$ cat src/rtl/trace_capture_ctrl_pkg.sv
// Shared types for the trace capture slice.
// - trace_output: the record produced by the trace unit.
// - capture_state_e: the capture-state encoding. It is exported on state_o.
package ryuki_datatypes;

   typedef struct packed {
      logic [31:0] pc;
      logic [31:0] insn;
      logic [7:0]  info;
   } trace_output;

   typedef enum logic [2:0] {
      CAP_IDLE      = 3'd0,
      CAP_ARMED     = 3'd1,
      CAP_CAPTURING = 3'd2,
      CAP_DRAINING  = 3'd3,
      CAP_DONE      = 3'd4
   } capture_state_e;

   // A new window may only be armed from a quiescent state.
   function automatic logic arm_allowed(capture_state_e s);
      return (s == CAP_IDLE) || (s == CAP_DONE);
   endfunction

endpackage

$ cat src/rtl/trace_capture_ctrl_if.sv
// Control, trace-in and drain-out signals of trace_capture_ctrl.
// The slave modport is the controller side; the master modport is the driver side.
// drop_count_o exists only when TRACE_CAPTURE_DROP_COUNT_EN is defined.
interface trace_capture_ctrl_if
#(
   parameter int ADDR_WIDTH = 32,
   parameter int LEN_WIDTH  = 16
) ();
   import ryuki_datatypes::*;

   logic                  arm_i;
   logic                  disarm_i;
   logic [ADDR_WIDTH-1:0] trig_addr_i;
   logic [LEN_WIDTH-1:0]  capture_len_i;
   logic                  rec_valid_i;
   logic [ADDR_WIDTH-1:0] rec_addr_i;
   trace_output           rec_i;
   logic                  out_valid_o;
   logic                  out_ready_i;
   trace_output           out_rec_o;
   logic [2:0]            state_o;
   logic                  done_o;
`ifdef TRACE_CAPTURE_DROP_COUNT_EN
   logic [LEN_WIDTH-1:0]  drop_count_o;
`endif

   modport slave (
`ifdef TRACE_CAPTURE_DROP_COUNT_EN
      output drop_count_o,
`endif
      input  arm_i, disarm_i, trig_addr_i, capture_len_i,
      input  rec_valid_i, rec_addr_i, rec_i, out_ready_i,
      output out_valid_o, out_rec_o, state_o, done_o
   );

   modport master (
`ifdef TRACE_CAPTURE_DROP_COUNT_EN
      input  drop_count_o,
`endif
      output arm_i, disarm_i, trig_addr_i, capture_len_i,
      output rec_valid_i, rec_addr_i, rec_i, out_ready_i,
      input  out_valid_o, out_rec_o, state_o, done_o
   );

endinterface

$ cat src/rtl/trace_capture_ctrl_fifo.sv
// trace_fifo: capture buffer for trace records.
// - DEPTH must be a power of two, at least 2.
// - A pushed entry is readable the cycle after it is written.
// - dout_o reads all-zero while the buffer is empty.
// - When full, a push is accepted only if a pop happens in the same cycle.
// - flush_i empties the buffer in one cycle.
module trace_fifo
   import ryuki_datatypes::*;
#(
   parameter int DEPTH = 16
) (
   input  logic        clk,
   input  logic        rst,
   input  logic        flush_i,
   input  logic        push_i,
   input  trace_output din_i,
   input  logic        pop_i,
   output trace_output dout_o,
   output logic        full_o,
   output logic        empty_o
);
   localparam int AW = $clog2(DEPTH);

   trace_output   mem_q [DEPTH];
   logic [AW-1:0] wr_q, rd_q;
   logic [AW:0]   cnt_q, cnt_d;
   logic          push_ok, pop_ok;

   assign empty_o = (cnt_q == '0);
   assign full_o  = (cnt_q == (AW+1)'(DEPTH));
   assign pop_ok  = pop_i && !empty_o;
   assign push_ok = push_i && (!full_o || pop_ok);
   assign dout_o  = empty_o ? '0 : mem_q[rd_q];

   // next occupancy from the accepted push/pop pair
   always_comb begin
      cnt_d = cnt_q;
      if (push_ok && !pop_ok)      cnt_d = cnt_q + (AW+1)'(1);
      else if (pop_ok && !push_ok) cnt_d = cnt_q - (AW+1)'(1);
   end

   // pointer and occupancy registers; flush returns to empty
   always_ff @(posedge clk or posedge rst) begin
      if (rst) begin
         wr_q  <= '0;
         rd_q  <= '0;
         cnt_q <= '0;
      end else if (flush_i) begin
         wr_q  <= '0;
         rd_q  <= '0;
         cnt_q <= '0;
      end else begin
         if (push_ok) wr_q <= wr_q + AW'(1);
         if (pop_ok)  rd_q <= rd_q + AW'(1);
         cnt_q <= cnt_d;
      end
   end

   // record storage, no reset needed: empty masks stale contents
   always_ff @(posedge clk) begin
      if (push_ok && !flush_i) mem_q[wr_q] <= din_i;
   end

endmodule

$ cat src/rtl/trace_capture_ctrl.sv
// trace_capture_ctrl: arms on a request, waits for a trigger address,
// captures a fixed-length window of trace records into trace_fifo,
// and drains the buffer to a ready/valid consumer.
// Build option TRACE_CAPTURE_DROP_COUNT_EN adds a saturating counter of
// records lost to a full buffer (drop_count_o).
module trace_capture_ctrl
   import ryuki_datatypes::*;
#(
   parameter int ADDR_WIDTH = 32,
   parameter int FIFO_DEPTH = 16,
   parameter int LEN_WIDTH  = 16
) (
   input  logic                clk,
   input  logic                rst,
   trace_capture_ctrl_if.slave bus
);
   capture_state_e        state_q;
   logic [LEN_WIDTH-1:0]  rem_q;
   logic                  done_q;

   logic [ADDR_WIDTH-1:0] trig_addr;
   logic                  arm_ok, trig_hit, cap_take;
   logic                  fifo_push, fifo_pop, fifo_full, fifo_empty;
   trace_output           fifo_dout;

   assign trig_addr = bus.trig_addr_i;
   assign trig_hit  = bus.rec_valid_i && (bus.rec_addr_i == trig_addr);
   assign arm_ok    = bus.arm_i && !bus.disarm_i && arm_allowed(state_q)
                      && (bus.capture_len_i != '0);
   // a record belongs to the window: the trigger itself, or any valid record while capturing
   assign cap_take  = !bus.disarm_i &&
                      (((state_q == CAP_CAPTURING) && bus.rec_valid_i) ||
                       ((state_q == CAP_ARMED) && trig_hit));
   assign fifo_pop  = !fifo_empty && bus.out_ready_i;
   // a full buffer takes the record only if it frees a slot this cycle
   assign fifo_push = cap_take && (!fifo_full || fifo_pop);

   trace_fifo #(.DEPTH(FIFO_DEPTH)) u_fifo (
      .clk     (clk),
      .rst     (rst),
      .flush_i (bus.disarm_i),
      .push_i  (fifo_push),
      .din_i   (bus.rec_i),
      .pop_i   (fifo_pop),
      .dout_o  (fifo_dout),
      .full_o  (fifo_full),
      .empty_o (fifo_empty)
   );

   // capture window sequencing; disarm overrides every other request
   always_ff @(posedge clk or posedge rst) begin
      if (rst) begin
         state_q <= CAP_IDLE;
         rem_q   <= '0;
         done_q  <= 1'b0;
      end else if (bus.disarm_i) begin
         state_q <= CAP_IDLE;
         rem_q   <= '0;
         done_q  <= 1'b0;
      end else begin
         case (state_q)
            CAP_IDLE, CAP_DONE: begin
               if (arm_ok) begin
                  state_q <= CAP_ARMED;
                  rem_q   <= bus.capture_len_i;
                  done_q  <= 1'b0;
               end
            end
            CAP_ARMED, CAP_CAPTURING: begin
               // dropped records still consume window length
               if (cap_take) begin
                  rem_q   <= rem_q - LEN_WIDTH'(1);
                  state_q <= (rem_q == LEN_WIDTH'(1)) ? CAP_DRAINING : CAP_CAPTURING;
               end
            end
            CAP_DRAINING: begin
               if (fifo_empty) begin
                  state_q <= CAP_DONE;
                  done_q  <= 1'b1;
               end
            end
            default: begin
               state_q <= CAP_IDLE;
               rem_q   <= '0;
               done_q  <= 1'b0;
            end
         endcase
      end
   end

`ifdef TRACE_CAPTURE_DROP_COUNT_EN
   logic [LEN_WIDTH-1:0] drop_q;
   logic                 rec_drop;

   assign rec_drop = cap_take && !fifo_push;

   // per-window count of records lost to a full buffer, saturating
   always_ff @(posedge clk or posedge rst) begin
      if (rst)                          drop_q <= '0;
      else if (arm_ok)                  drop_q <= '0;
      else if (rec_drop && drop_q != '1) drop_q <= drop_q + LEN_WIDTH'(1);
   end

   assign bus.drop_count_o = drop_q;
`endif

   assign bus.out_valid_o = !fifo_empty;
   assign bus.out_rec_o   = fifo_dout;
   assign bus.state_o     = state_q;
   assign bus.done_o      = done_q;

endmodule

$ cat src/flat_wrapper.sv
// flat-port wrapper written by rule: the top's interface ports become plain ports
module trace_capture_ctrl_flat import ryuki_datatypes::*;
#(
   parameter int ADDR_WIDTH = 32,
   parameter int FIFO_DEPTH = 16,
   parameter int LEN_WIDTH  = 16
)
  (clk, rst, bus_arm_i, bus_disarm_i, bus_trig_addr_i, bus_capture_len_i, bus_rec_valid_i, bus_rec_addr_i, bus_rec_i, bus_out_ready_i, bus_out_valid_o, bus_out_rec_o, bus_state_o, bus_done_o);
  trace_capture_ctrl_if #(.ADDR_WIDTH(ADDR_WIDTH), .LEN_WIDTH(LEN_WIDTH)) bus_i ();
  input  logic clk;
  input  logic rst;
  input wire logic [$bits(bus_i.arm_i)-1:0] bus_arm_i;
  input wire logic [$bits(bus_i.disarm_i)-1:0] bus_disarm_i;
  input wire logic [$bits(bus_i.trig_addr_i)-1:0] bus_trig_addr_i;
  input wire logic [$bits(bus_i.capture_len_i)-1:0] bus_capture_len_i;
  input wire logic [$bits(bus_i.rec_valid_i)-1:0] bus_rec_valid_i;
  input wire logic [$bits(bus_i.rec_addr_i)-1:0] bus_rec_addr_i;
  input wire logic [$bits(bus_i.rec_i)-1:0] bus_rec_i;
  input wire logic [$bits(bus_i.out_ready_i)-1:0] bus_out_ready_i;
  output wire logic [$bits(bus_i.out_valid_o)-1:0] bus_out_valid_o;
  output wire logic [$bits(bus_i.out_rec_o)-1:0] bus_out_rec_o;
  output wire logic [$bits(bus_i.state_o)-1:0] bus_state_o;
  output wire logic [$bits(bus_i.done_o)-1:0] bus_done_o;
  assign bus_i.arm_i = bus_arm_i;
  assign bus_i.disarm_i = bus_disarm_i;
  assign bus_i.trig_addr_i = bus_trig_addr_i;
  assign bus_i.capture_len_i = bus_capture_len_i;
  assign bus_i.rec_valid_i = bus_rec_valid_i;
  assign bus_i.rec_addr_i = bus_rec_addr_i;
  assign bus_i.rec_i = bus_rec_i;
  assign bus_i.out_ready_i = bus_out_ready_i;
  assign bus_out_valid_o = bus_i.out_valid_o;
  assign bus_out_rec_o = bus_i.out_rec_o;
  assign bus_state_o = bus_i.state_o;
  assign bus_done_o = bus_i.done_o;
  trace_capture_ctrl #(.ADDR_WIDTH(ADDR_WIDTH), .FIFO_DEPTH(FIFO_DEPTH), .LEN_WIDTH(LEN_WIDTH)) u_core (.clk(clk), .rst(rst), .bus(bus_i));
endmodule
$ cat config.mk
export PLATFORM = sky130hd
export DESIGN_NAME = trace_capture_ctrl_flat
export DESIGN_NICKNAME = d
export VERILOG_FILES = /design/src/rtl/trace_capture_ctrl_pkg.sv /design/src/rtl/trace_capture_ctrl_if.sv /design/src/rtl/trace_capture_ctrl_fifo.sv /design/src/rtl/trace_capture_ctrl.sv /design/src/flat_wrapper.sv
export SDC_FILE = /design/constraint.sdc
export NUM_CORES = 1
export LEC_CHECK = 0
export ABC_CLOCK_PERIOD_IN_PS = 20400
export BUFFER_PORTS_ARGS = -buffer_cell sky130_fd_sc_hd__buf_2
export CORE_ASPECT_RATIO = 0.6
export CORE_MARGIN = 2
export CORE_UTILIZATION = 60
export DETAILED_ROUTE_END_ITERATION = 7
export GPL_TIMING_DRIVEN = 0
export PLACE_DENSITY = 0.78
export SYNTH_ARGS = -nofsm -noshare
export SYNTH_HDL_FRONTEND = slang
export SYNTH_SLANG_ARGS = --single-unit
$ cat constraint.sdc
create_clock -name clk -period 20.4 [get_ports clk]
set_input_delay 4.08 -clock clk [delete_from_list [all_inputs] [get_ports clk]]
set_output_delay 4.08 -clock clk [all_outputs]
set_load 0.005 [all_outputs]
After elaboration in Yosys (flattened, before gate mapping):

Memories as Yosys holds them, arrays and structs flattened.
Index checks and enable logic that the tools add are counted.

* flip-flop bits (word level): 33
* RAM bits: 1152
* input port bits: 158
* output and inout bits: 77
* word-level logic and storage cells: 82
* memories kept: 1

* add/sub/neg operators: 5
* equal/unequal tests: 12
* muxes and demuxes: 24
* reductions and logical operators: 34

Memories
* u_core.u_fifo.mem_q: words 16, bits a word 72, read ports 1, clocked after memory_dff 0, wr ports 1, RTL line trace_capture_ctrl_fifo.sv:24 `trace_output mem_q [DEPTH];`

Operator list (number)
* $mux W72: 1
* $mux W16: 3
* $pmux W16 S3: 1
* $eq A32 B32 Y1: 1
* $eq A16 B1 Y1 const B: 1
* $mux W4: 4
* $reduce_bool A16 Y1: 1
* $sub A16 B1 Y16 const B: 1
* $mux W5: 3
* $logic_and A1 B1 Y1: 14
* $mux W3: 4
* $ne A3 B2 Y1 const B: 3
* $pmux W3 S3: 1
* $reduce_and A3 Y1: 3
* $add A4 B1 Y4 const B: 2
* $eq A3 B2 Y1 const B: 2
* $mux W1: 6
* $add A5 B1 Y5 const B: 1
* $eq A5 B5 Y1 const B: 1
* $logic_not A1 Y1: 5
* $logic_not A5 Y1: 1
* $sub A5 B1 Y5 const B: 1
* $logic_or A1 B1 Y1: 4
* $ne A2 B2 Y1 const B: 2
* other kinds (7): 9

Longest topological paths before layout:

* depth in word-level cells: 12
* depth in mapped cells: 14
* mapped depth without buffers: 13

Hierarchy:

A second synthesis with hierarchy kept.

* cells, all modules: 2103
* area, all modules: 46326.9 um^2

Modules (own cells, without submodules)
* trace_fifo: instances 1, cells an instance 1889, area each 44515.2 um^2, seq. area each 34918.5 um^2
* trace_capture_ctrl: instances 1, cells an instance 214, area each 1811.7 um^2, seq. area each 500.5 um^2

Worst setup path after synthesis:

No wires, ideal clock.

* kind: input to register
* from: input bus_trig_addr_i[4]
* to: memory u_core.u_fifo.mem_q[4][0] (netlist name), enable pin
* setup time: 605 ps
* arrival: 10900 ps
* data required time: 19795 ps
* setup slack: 8894 ps
* cell stages on the path: 7
* buffers on the path: 0
* path through: xor2_1 > or4_1 > nor4_2 > nand4_1 > a21oi_1 > nand2_1 > nor3b_1

* word-level cells in the longest chain between the ends: 10

RTL lines
* from (decl): RTL line flat_wrapper.sv:14 `input wire logic [$bits(bus_i.trig_addr_i)-1:0] bus_trig_addr_i;`
* $eq A32 B32 Y1: RTL line trace_capture_ctrl.sv:27 `assign trig_hit = bus.rec_valid_i && (bus.rec_addr_i == trig_addr);`
* $logic_and A1 B1 Y1: RTL line trace_capture_ctrl.sv:27
* $logic_and A1 B1 Y1: RTL line trace_capture_ctrl.sv:33 `((state_q == CAP_ARMED) && trig_hit));`
* $logic_or A1 B1 Y1: RTL line trace_capture_ctrl.sv:32 `(((state_q == CAP_CAPTURING) && bus.rec_valid_i) ||`
* $logic_and A1 B1 Y1: RTL line trace_capture_ctrl.sv:31 `assign cap_take = !bus.disarm_i &&`
* $logic_and A1 B1 Y1: RTL line trace_capture_ctrl.sv:36 `assign fifo_push = cap_take && (!fifo_full || fifo_pop);`
* $logic_and A1 B1 Y1: RTL line trace_capture_ctrl_fifo.sv:32 `assign push_ok = push_i && (!full_o || pop_ok);`
* $logic_and A1 B1 Y1: RTL line trace_capture_ctrl_fifo.sv:61 `if (push_ok && !flush_i) mem_q[wr_q] <= din_i;`
* $mux W1: RTL line trace_capture_ctrl_fifo.sv:61
* $mux W1 (implied by the code): RTL line trace_capture_ctrl_fifo.sv:61
* to (decl): RTL line trace_capture_ctrl_fifo.sv:24

Every way passes these cells.

Worst setup path in the final report:

* from: register u_core.u_fifo.rd_q[1]
* to: output bus_out_rec_o[8]

* word-level cells in the longest chain between the ends: 2

RTL lines
* from (decl): RTL line trace_capture_ctrl_fifo.sv:25 `logic [AW-1:0] wr_q, rd_q;`
* from (signal assigned): RTL line trace_capture_ctrl_fifo.sv:54 `if (pop_ok) rd_q <= rd_q + AW'(1);`
* $mem_v2 Z16 W72
* $mux W72: RTL line trace_capture_ctrl_fifo.sv:33 `assign dout_o = empty_o ? '0 : mem_q[rd_q];`
* to (decl): RTL line flat_wrapper.sv:21 `output wire logic [$bits(bus_i.out_rec_o)-1:0] bus_out_rec_o;`

Every way passes these cells.

==> summary.md <==
| Metric | Value |
|---|---|
| Outcome | finished, final reports clean |
| First-pass iteration count of the detailed router | 6 |
| Util after Layout | 69.49% |
| Via count of the first global-routing pass | ~24000 |
| Die width | 362.3 µm |
| Count of flip-flops with a built-in enable after synthesis | around 1200 |
| Insertion delay of the later-clocked pin in the worst-skew pair | 0.67 ns |
| Category of the worst setup path capture point | output pin |
| Synthesized Nets | between 2000 and 2500 |
| Area contributors post-synth | edfxtp_1 (75%), mux4_2 (18%), dfrtp_1 (1.8%) |
| Worst path arrival time | 4.33 ns |
| Initial Util | around three fifths |
| End point of the most critical hold path | u_core.rem_q[9]$_DFFE_PP0P_ |
| Crit path time final | around 8.4 ns |
| Final setup skew | around 0.019 ns |
| DR DRC count | 0 |
| Average instance area after synthesis | approximately 23 µm² |
| Crit path max fanout | 10 |
| Setup repair after global routing missed its margin | no |
| Initial drt markers | approximately 3700 |
| Port bufs | 233 |
| CTS resizes | 0 |
| Avg WL per Cell | around 32 µm |
| Worst endpoint required time | 16.32 ns |
| Number of cells on the worst reg-to-reg path | 13 |
| First-pass GRT wire length | ~160000 µm |
| Routed wire length | ~110000 µm |
| Post-synthesis register bit count | approximately 1200 |
| Post-Synthesis Cell Area | approximately 46000 µm² |
| CP Class | register to output pin |
| Most common cell after layout, fill and taps aside | edfxtp_1 |
| Classification of the worst-slack hold path | register to register |
| Synth warnings | 0 |
| Vias | between 20000 and 25000 |
| Met2 capacity usage during global routing | 47.78% |
| # setup viols final | 0 |
| Post-synthesis sequential area ratio | ~77% |
| Max IR drop VDD | roughly 0.000075 V |
| Standard-cell rows | 78 |
| Die height | between 200 and 250 µm |
| Synthesized instance count | ~2000 |
| Worst reg2reg setup slack | roughly 16 ns |
| Number of antenna violations at the first check in global routing | 10 |
| Vias/cell | between 6 and 7 |
| Buffer depth of the longest clock path | 3 |
| P per Cell Area | around 90 nW/µm² |
| H-tree level count | 3 |
| Final Hold Fails | 0 |
| Fraction of layout cells with a size suffix above 1 | between 30% and 40% |
| Post-synth top flop | edfxtp_1 |
| Overall fraction of global-route tracks in use | between 20% and 30% |
| Layout Nets | between 2000 and 3000 |
| Full die area | ~80000 µm² |
| Antenna violation net count after detailed routing | 0 |
| Top Ports | 235 |
| Reg-to-Reg Start | u_core.u_fifo.cnt_q[0]$_DFFE_PP0P_ |
| Maximum number of pins on one net before global-route repair | between 40 and 50 |
| Clock root buffer | clkbuf_16 |
| Synth unique cells | 49 |
| Origin of the worst min-delay path | u_core.rem_q[9]$_DFFE_PP0P_ |
| Syn-to-layout area delta | 14.20% |
| Post-synth top area share | between 70 and 80% |
| Cell taking the most area after synthesis | edfxtp_1 |
| Clock buffers created by TritonCTS | 101 |
| Commonest non-fill, non-tap cells in the layout | edfxtp_1 (1152), mux4_2 (360), buf_2 (245), clkbuf_16 (105), clkbuf_1 (92) |
| Period utilization | 41.24% |
| RR Endpoint | u_core.u_fifo.cnt_q[4]$_DFFE_PP0P_ |
| Overflow left after global routing | 0 |
| Proportion of synthesized flip-flops having asynchronous set or reset | roughly 2.8% |
| Worst Tran Pin Value | between 1 and 1.5 ns |
| Core Area | roughly 76000 µm² |
| Multi-input logic area | 10410 µm² |
| Cell depth of the worst min-delay path | 2 |
| CTS tree | built |
| Max cap viols | 0 |
| Global-route met3 utilization | 5.009% |
| Accumulated negative setup slack | 0 ns |
| Maximum operating frequency | roughly 0.12 GHz |
| Area used by sequential logic in the layout | 35420 µm² |
| Placed wire-length estimate after detailed placement | ~66000 µm |
| Max transition margin | under 10% |
| Leakage Power | 16.64 nW |
| Highest-utilization routing layer at the global route stage | met2 |
| Hold_buf cts | 0 |
| Setup fix buffers added after clock tree synthesis | 0 |
| Clock-pin slew reported for the worst setup and hold paths after clock tree synthesis | about 0.070 ns |
| Total of fill cells in the finished design | 4403 |
| Final Max Tran Viols | 0 |
| Met1 routing resource usage after global routing | between 40% and 50% |
| Type of element launching the critical path | register |
| CTS Sinks | 1185 |
| Final weighted congestion in routability-driven placement | around 0.87 |
## final cells by class
cell class / instances / area share [%]
diodes: 6 / 0.02846
plain buffers: 100 / 0.7565
clock buffers: 129 / 5.208
clock inverters: 60 / 0.9841
inverters: 9 / 0.06403
multi-input cells: 702 / 19.72
flip-flops and latches: 1185 / 67.13
well taps: 1000 / 2.371
repair buffers: 288 / 3.735
## cells by family (layout without fill, tap and decap cells)
kind of cell | Yosys count | after routing | share of synthesized area [%]
fa+ha+maj | 12 | 12 | 0.3412
simple gates | 198 | 198 | 2.527
buf+inv | 109 | 586 | 0.9370
other cells | 0 | 6 | 0
xor+xnor | 36 | 36 | 0.6824
mux | 365 | 365 | 17.66
compound gates | 91 | 91 | 1.192
flops | 1185 | 1185 | 76.66
## critical path, stage by stage (launching register included)
cell	delay (ns)
dfrtp_1	0.37
clkbuf_1	0.57
clkbuf_1	0.59
buf_1	0.85
mux4_2	0.44
mux4_2	0.53
and2_1	0.18
buf_2	0.12
## report_power, final
part / total, mW / leakage, nW / switching (mW) / internal (mW)
registers: 2.70 / 10.8 / 0.0157 / 2.68
clock network: 1.92 / 1.61 / 0.864 / 1.06
logic: 0.163 / 4.24 / 0.114 / 0.0497
## state kept, by name (all words and copies together) (netlist names)
signal and count:
u_core.u_fifo.mem_q 1152, u_core.rem_q 16, u_core.u_fifo.rd_q 4, u_core.bus.state_o 3
u_core.u_fifo.wr_q 4, u_core.u_fifo.cnt_q 5, u_core.bus.done_o 1
## synth_stat cells (all sizes together), types with 12 or more instances
library cell and count:
a21oi 24, nor4 16, and2 77, edfxtp 1152, nand3 12, xor2 16, o21ai 35, xnor2 20
nand2 20, clkbuf 72, dfrtp 33, buf 28, mux4 360, nor2 20
## layer usage
layer | vias up | share of wire, %
met5 | - | 0.020
met4 | 4 | 2.5
met3 | 211 | 9.5
met2 | 1595 | 49
met1 | 12441 | 39
li1 | 9310 | -
## metrics by stage
step                      std cells  hold WS [ns]  power (mW)  setup WS, ns  cell area [µm²]
after detailed placement       3284        0.4969       2.906         12.46            49480
final                          3479        0.5224       4.785         11.99            52760
after CTS                      3473        0.5138       4.793         11.95            52750
after floorplan                1996        0.4608       2.831         8.894            46200
after global routing           3478        0.5716       4.903         11.90            52760
after global placement         3229        0.4945       2.890         1.496            48620
## worst max-delay path by stage
stage                                                      end  depth (start not counted)                         startpoint
after floorplan            u_core.u_fifo.mem_q[4][0]$_DFFE_PP_                          7                 bus_trig_addr_i[4]
after global placement    u_core.u_fifo.mem_q[6][45]$_DFFE_PP_                          8                bus_trig_addr_i[13]
after detailed placement    u_core.u_fifo.cnt_q[4]$_DFFE_PP0P_                         15                bus_trig_addr_i[27]
after CTS                                     bus_out_rec_o[8]                          7  u_core.u_fifo.rd_q[1]$_DFFE_PP0P_
after global routing                         bus_out_rec_o[63]                          7  u_core.u_fifo.rd_q[0]$_DFFE_PP0P_
final                                         bus_out_rec_o[8]                          7  u_core.u_fifo.rd_q[1]$_DFFE_PP0P_
Note: power is estimated with default switching activity, not from simulation.
